==> config.mk <==
export PLATFORM = sky130hd
export DESIGN_NAME = rv_alu
export DESIGN_NICKNAME = d
export VERILOG_FILES = /design/src/rtl/rv_alu.sv
export SDC_FILE = /design/constraint.sdc
export NUM_CORES = 1
export LEC_CHECK = 0
export BUFFER_PORTS_ARGS = -buffer_cell sky130_fd_sc_hd__buf_2
export CAP_MARGIN = 20
export CORE_MARGIN = 3
export CORE_UTILIZATION = 31
export CTS_CLUSTER_DIAMETER = 60
export DETAILED_ROUTE_END_ITERATION = 10
export HOLD_SLACK_MARGIN = 0.1
export PLACE_DENSITY = 0.54
export SYNTH_ARGS = -nofsm -noshare
export SYNTH_HDL_FRONTEND = slang
export SYNTH_SLANG_ARGS = --single-unit
==> constraint.sdc <==
create_clock -name clk -period 5.7 [get_ports clk]
set_clock_uncertainty 0.1 [all_clocks]
set_input_delay 1.14 -clock clk [delete_from_list [all_inputs] [get_ports clk]]
set_output_delay 1.14 -clock clk [all_outputs]
set_load 0.02 [all_outputs]
==> src/rtl/rv_alu.sv <==
// rv_alu: RV32I integer execution unit for the single-cycle core.
// Combinational result and compare flags feed the register file and branch
// logic in the same cycle. A clocked capture stage holds the last enabled
// result and flags for debug and trace.
// Optional feature macro: ALU_FLAGS_EXT_EN adds carry/overflow outputs for
// sel=000, with registered copies carry_q/overflow_q.
module rv_alu #(
  parameter int unsigned WIDTH = 32
) (
  input  logic             clk,
  input  logic             rst,
  input  logic [2:0]       sel,
  input  logic             L_R,
  input  logic             S_U,
  input  logic             A_L,
  input  logic             Add_Sub,
  input  logic [WIDTH-1:0] a,
  input  logic [WIDTH-1:0] b,
  input  logic             cap_en,
  output logic [WIDTH-1:0] result,
  output logic             LESS,
  output logic             IS_ZERO,
`ifdef ALU_FLAGS_EXT_EN
  output logic             carry,
  output logic             overflow,
  output logic             carry_q,
  output logic             overflow_q,
`endif
  output logic [WIDTH-1:0] result_q,
  output logic             less_q,
  output logic             zero_q
);

  localparam int unsigned ShW = $clog2(WIDTH);

  logic [ShW-1:0]   sh;
  logic [WIDTH-1:0] b_eff;
  logic [WIDTH-1:0] sum;
  logic [WIDTH-1:0] shl;
  logic [WIDTH-1:0] shr;

  assign sh = b[ShW-1:0];

  // Subtraction is a + ~b + 1, so one adder serves both and the carry-out
  // doubles as the not-borrow flag.
  assign b_eff = Add_Sub ? ~b : b;

`ifdef ALU_FLAGS_EXT_EN
  logic sum_co;
  logic add_ovf;

  // Shared adder with carry-out and signed-overflow detection.
  always_comb begin
    {sum_co, sum} = {1'b0, a} + {1'b0, b_eff} + {{WIDTH{1'b0}}, Add_Sub};
    add_ovf       = (a[WIDTH-1] == b_eff[WIDTH-1]) && (sum[WIDTH-1] != a[WIDTH-1]);
  end

  assign carry    = (sel == 3'b000) ? sum_co  : 1'b0;
  assign overflow = (sel == 3'b000) ? add_ovf : 1'b0;
`else
  assign sum = a + b_eff + {{(WIDTH-1){1'b0}}, Add_Sub};
`endif

  assign shl = a << sh;
  assign shr = A_L ? (a >> sh) : WIDTH'($signed(a) >>> sh);

  // Compare flags are independent of sel and Add_Sub.
  always_comb begin
    LESS    = S_U ? (a < b) : ($signed(a) < $signed(b));
    IS_ZERO = (a == b);
  end

  // Result select.
  always_comb begin
    result = '0;
    unique case (sel)
      3'b000: result = sum;
      3'b001: result = L_R ? shr : shl;
      3'b010: result = {{(WIDTH-1){1'b0}}, LESS};
      3'b011: result = b;
      3'b100: result = a ^ b;
      3'b101: result = shr;
      3'b110: result = a | b;
      3'b111: result = a & b;
      default: result = '0;
    endcase
  end

  // Capture stage: async clear; a reset released on a load edge still holds
  // the flop in reset for that edge, so the first load is the following edge.
  always_ff @(posedge clk or negedge rst) begin
    if (!rst) begin
      result_q <= '0;
      less_q   <= 1'b0;
      zero_q   <= 1'b0;
    end else if (cap_en) begin
      result_q <= result;
      less_q   <= LESS;
      zero_q   <= IS_ZERO;
    end
  end

`ifdef ALU_FLAGS_EXT_EN
  // Capture of the extended add/sub flags, same load rule as above.
  always_ff @(posedge clk or negedge rst) begin
    if (!rst) begin
      carry_q    <= 1'b0;
      overflow_q <= 1'b0;
    end else if (cap_en) begin
      carry_q    <= carry;
      overflow_q <= overflow;
    end
  end
`endif

endmodule

==> metrics, run 1 <==
first-pass GRT wire length 69500 um; NetSw 972 uW; post-synth design cell area 10300 um2; final setup violation count 0; core footprint 32000 um2; Peak supply drop 0.105 mV; initial core utilization 32.0%; leakage power 0.00537 uW; hold slack 399 ps; Worst Hold Class reg2reg; Gate power share 70.6%; max_slew headroom 36.8%; Sink Count 34; CTS tree built; Synth area leader ha_1; Die X 188 um; critical path data required time 4460 ps; Synth Flop Type dfrtp_1; initial antenna violation count 2; EDFF count, synth 0; RSZ-0062 raised after global routing no; I/O pin count 142; Die Area 35300 um2; most frequent cells in the layout buf_2 (138), nor2_1 (132), ha_1 (127); FF+latch count, synth 34; global placer's final weighted congestion 0.984; Finished Layout Cells 1846; worst-case clock buffer depth 2; final worst path period need 5440 ps; drt via density 5.99; final hold violations 0; crit end category output port; Synth cell types 84; Net Sw Frac 50.7%; Placed Cells 1838; syn_nets 1496; residual DRC count 0; maxcap violations 0; GR Util All Layers 25.5%; largest net degree at the start of global routing 58; area grow syn2layout 14.0%; hold path depth 1; DRT antenna net count 0; Clk pwr share 13.4%; sequential share of the synthesized area 8.30%; Post-Syn Instances 1294; top cell type's share of synthesized area 15.5%; sequential power share 16.0%; Total Routed Length 46300 um; Pwr Density 164 nW/um2; critical path class in2out; Worst Max-Slew Pin Slew 948 ps; worst skew pair latency 280 ps; Cell Int Power 946 uW; async set or reset register ratio after synthesis 100%; Warnings, synthesis 0; fin crit share 95.4%; FMAX 184 MHz; CTS buffer count 5; # Post-CTS Setup Buffers 0; 1st-iter DRT viols 1311; DR WL/cell 25.1 um; fin nets 1612; status finished clean; root buf cell clkbuf_16; setup TNS 0 ps; row count 65; total grt overflow 0; H-tree levels 2; post-DP HPWL 37200 um; Power Total 1920 uW; vias in the first global route 10638; DR vias 11060; Chip Height 188 um; CP arrival 4200 ps; CTS clk-pin slew, worst paths 60 ps; port bufs 141; crit path max fanout 16; top cells by area, synth ha_1 (16%), mux4_2 (12%), dfrtp_1 (8.3%); drt first pass iters 5; Avg Synthesized Cell Area 7.92 um2; final-report max-slew violation count 0; cell depth of the worst flop-to-flop path 3; Startpoint Class input port; layout cells sized above 1 22.3%; commonest non-fill, non-tap cell in the layout buf_2
## worst max-delay path, stage by stage
cell	delay (ps)
clkbuf_4	240
xor2_1	210
ha_1	360
a2111o_1	430
a31o_2	250
a21boi_1	400
o211ai_1	240
a21o_1	290
a31oi_1	230
nand3_1	120
nand3_1	110
buf_2	160
## power by group through the flow
stage,combinational (uW),sequential (uW),clock [uW]
6_report,1350,307,257
3_5_place_dp,1330,311,0
3_3_place_gp,1330,308,0
2_1_floorplan,800,367,0
4_1_cts,1340,308,264
5_1_grt,1450,314,278
## state kept, by name, indices dropped and copies added (netlist names)
| signal | flops |
|---|---|
| less_q | 1 |
| result_q | 32 |
| zero_q | 1 |
## worst paths after layout
kind	start	endpoint	slack, ps
min reg2reg	result_q[18]	result_q[18]	400
max reg2reg	result_q[24]	result_q[24]	4760
min	result_q[18]	result_q[18]	400
min in group asynchronous	rst	result_q[29]	830
max in group asynchronous	rst	result_q[4]	4160
max	Add_Sub	result[27]	260
## cells in the mapped netlist, drive strengths merged (4+ instances only)
cell       n
mux4      65
clkbuf    46
nor4      10
xor2      37
a221oi     7
nand2b     7
ha       127
nand3     28
o31ai     11
dfrtp     34
nor3      22
or2        4
a221o      4
or3        8
o221ai    12
o21bai     6
o211ai    23
o21ai     79
a311oi     4
o21a       4
nor2     133
a211oi    14
nor2b      8
a31oi     15
a22oi     11
a2111oi    6
and2       6
nand4     11
buf       44
nand2    114
mux2i     58
o22ai      5
inv      101
a21o      14
a21oi    103
and3       8
a22o       4
xnor2     15
mux2      36
## routing by layer
layer / up-vias / part of all wire, % / GRT usage, %
li1: 5025 / - / -
met4: 2 / 2.9 / 5.92
met5: - / 0.022 / 0
met1: 5416 / 43 / 35.7
met2: 543 / 46 / 41.8
met3: 74 / 7.5 / 3.35
## layout make-up
class | instances | area, um2
Clock buffer | 5 | 125
Multi-Input combinational cell | 1068 | 8600
Sequential cell | 34 | 851
Clock inverter | 2 | 10.0
Timing Repair Buffer | 199 | 1170
Antenna cell | 1 | 2.50
Tap cell | 435 | 544
Inverter | 102 | 383
Fill cell | 3486 | 20400
## logic make-up after synthesis
kind of cell	synth area share (%)
and+or+nand+nor	16.4
AOI/OAI and AO/OA	22.9
buffers and inverters	7.96
muxes	24.3
adders and majority gates	15.7
xor gates and xnor gates	4.44
DFF	8.30
## metrics by stage
stage	setup slack, ps	instance area, um2	util, %
detailed placement	203	11600	36.0
global placement	238	11600	36.0
global route	44.0	11700	36.5
CTS	197	11700	36.5
floorplan	54.5	10300	-
finish	263	11700	36.5
## repair_timing
| action | in CTS | in global routing |
|---|---|---|
| endpoints found under the setup margin | 0 | 2 |
| gates resized for setup | 0 | 1 |
| hold buffers | 0 | 0 |
Note: power is estimated with default switching activity, not from simulation.
==> run 2, diff against run 1 <==
--- a/config.mk
+++ b/config.mk
@@ -8,11 +8,11 @@
 export BUFFER_PORTS_ARGS = -buffer_cell sky130_fd_sc_hd__buf_2
 export CAP_MARGIN = 20
 export CORE_MARGIN = 3
-export CORE_UTILIZATION = 31
+export CORE_UTILIZATION = 55
 export CTS_CLUSTER_DIAMETER = 60
 export DETAILED_ROUTE_END_ITERATION = 10
 export HOLD_SLACK_MARGIN = 0.1
-export PLACE_DENSITY = 0.54
+export PLACE_DENSITY = 0.84
 export SYNTH_ARGS = -nofsm -noshare
 export SYNTH_HDL_FRONTEND = slang
 export SYNTH_SLANG_ARGS = --single-unit
==> run 2 against run 1 <==
Against the previous run: sequential power hardly changed; register-to-register slack hardly changed; highest routed layer is now met4; non-clock buffer count is 12 lower; sequential share of layout area is 0.21 points higher; largest cell class unchanged; first-iteration DRC count is 6.6% higher; power is 0.45% lower; critical path depth stayed put; worst hold slack hardly changed; flip-flop and latch count stayed put; final cell count is 12% lower; combinational power hardly changed.
==> metrics, run 2 (synthesis results as in run 1) <==
status finished clean; I/O pin count 142; hold buffer count at cts 0; vias in the first global route 10647; CTS tree built; Peak supply drop 0.199 mV; Chip Height 143 um; H-tree levels 2; Die Area 20300 um2; crit path from b[0]; gr busiest metal met2; reg2reg start result_q[24]; Die X 143 um; DR WL/cell 25.4 um; crit end category output port; first-pass GRT wire length 63100 um; FMAX 182 MHz; post-DP HPWL 32600 um; final-report max-slew violation count 0; DRT antenna net count 0; Worst Max-Slew Pin Slew 930 ps; global placer's final weighted congestion 1.07; root buf cell clkbuf_16; crit path max fanout 4; Power Total 1910 uW; met3 GRT Util 8.30%; M1 GR Usage 54.3%; largest net degree at the start of global routing 76; Finished Layout Cells 1628; layout cells sized above 1 21.7%; area taken by multi-input logic gates 8600 um2; Hold Crit Start result_q[19]; area grow syn2layout 10.9%; final worst path period need 5500 ps; most frequent cells in the layout buf_2 (139), nor2_1 (132), ha_1 (127); Placed Cells 1620; final setup violation count 0; Final Cell Area 11400 um2; port bufs 141; Ant. Diodes 0; Total Routed Length 41400 um; row count 49; setup TNS 0 ps; leakage power 0.00532 uW; hold slack 399 ps; final hold violations 0; critical path data required time 4460 ps; worst-case clock buffer depth 2; DR vias 11245; GR Util All Layers 39.9%; residual DRC count 0; register with the most flip-flops result_q; worst skew pair latency 270 ps; post-cts gate resize count 0; fin crit share 96.4%; largest registers result_q (32), less_q (1), zero_q (1); fillcell total 1661; critical path class in2out; initial antenna violation count 0; Pwr Density 168 nW/um2; core footprint 18100 um2; CP arrival 4260 ps; CTS buffer count 5; Sink Count 34; Worst Hold Class reg2reg; max_slew headroom 38.0%; drt first pass iters 8; maxcap violations 0; DP Area 11200 um2; Startpoint Class input port; drt via density 6.91; total grt overflow 0; CTS clk-pin slew, worst paths 50 ps; fin nets 1600; 1st-iter DRT viols 1398; initial core utilization 56.5%; Sequential cell area 851 um2; commonest non-fill, non-tap cell in the layout buf_2; Largest register FFs 32; M2 GR Usage 61.6%; # Post-CTS Setup Buffers 0; RSZ-0062 raised after global routing no
[run 2: layout make-up]
class / count / area share (%)
clock inverters: 1 / 0.0440
well taps: 229 / 2.52
clock buffers: 7 / 1.26
repair buffers: 187 / 9.62
inverters: 102 / 3.37
multi-input cells: 1068 / 75.7
flip-flops and latches: 34 / 7.49
[run 2: where the power goes]
group	internal [uW]	switching, uW	total, uW	leakage (uW)
Clock	173	98.0	271	0.0000739
Combinational	495	835	1330	0.00483
Sequential	286	22.2	308	0.000417
Total	954	956	1910	0.00532
[run 2: routing by layer]
layer / routed length [um] / part of all wire [%] / up-vias
met5: 0 / 0 / -
met4: 2250 / 5.4 / 0
met3: 4390 / 11 / 134
met2: 18400 / 44 / 764
met1: 16400 / 40 / 5358
li1: - / - / 4989
[run 2: worst max-delay path, cell delays in order]
cell and delay, ps:
buf_4 100, mux2_2 360, fa_1 430, a21oi_1 210, nand4b_1 170, a21oi_1 140
nor4_2 460, o31ai_1 200, a2111oi_2 580, or4_1 190, nand3_1 80, buf_2 170
[run 2: through the flow]
step           setup slack (ps)  util, %
3_3_place_gp                343     61.8
6_report                    204     62.6
5_1_grt                    42.9     62.6
3_5_place_dp                248     61.8
2_1_floorplan              54.5        -
4_1_cts                     236     62.6
[run 2: path summary, 6_finish.rpt]
path	endpoint	slack, ps	cells past startpoint
setup / recovery	result[24]	200	12
hold / removal	result_q[19]	400	1
setup reg to reg	result_q[24]	4770	3
hold reg to reg	result_q[19]	400	1
max in group asynchronous	result_q[5]	4160	1
min in group asynchronous	result_q[30]	840	1
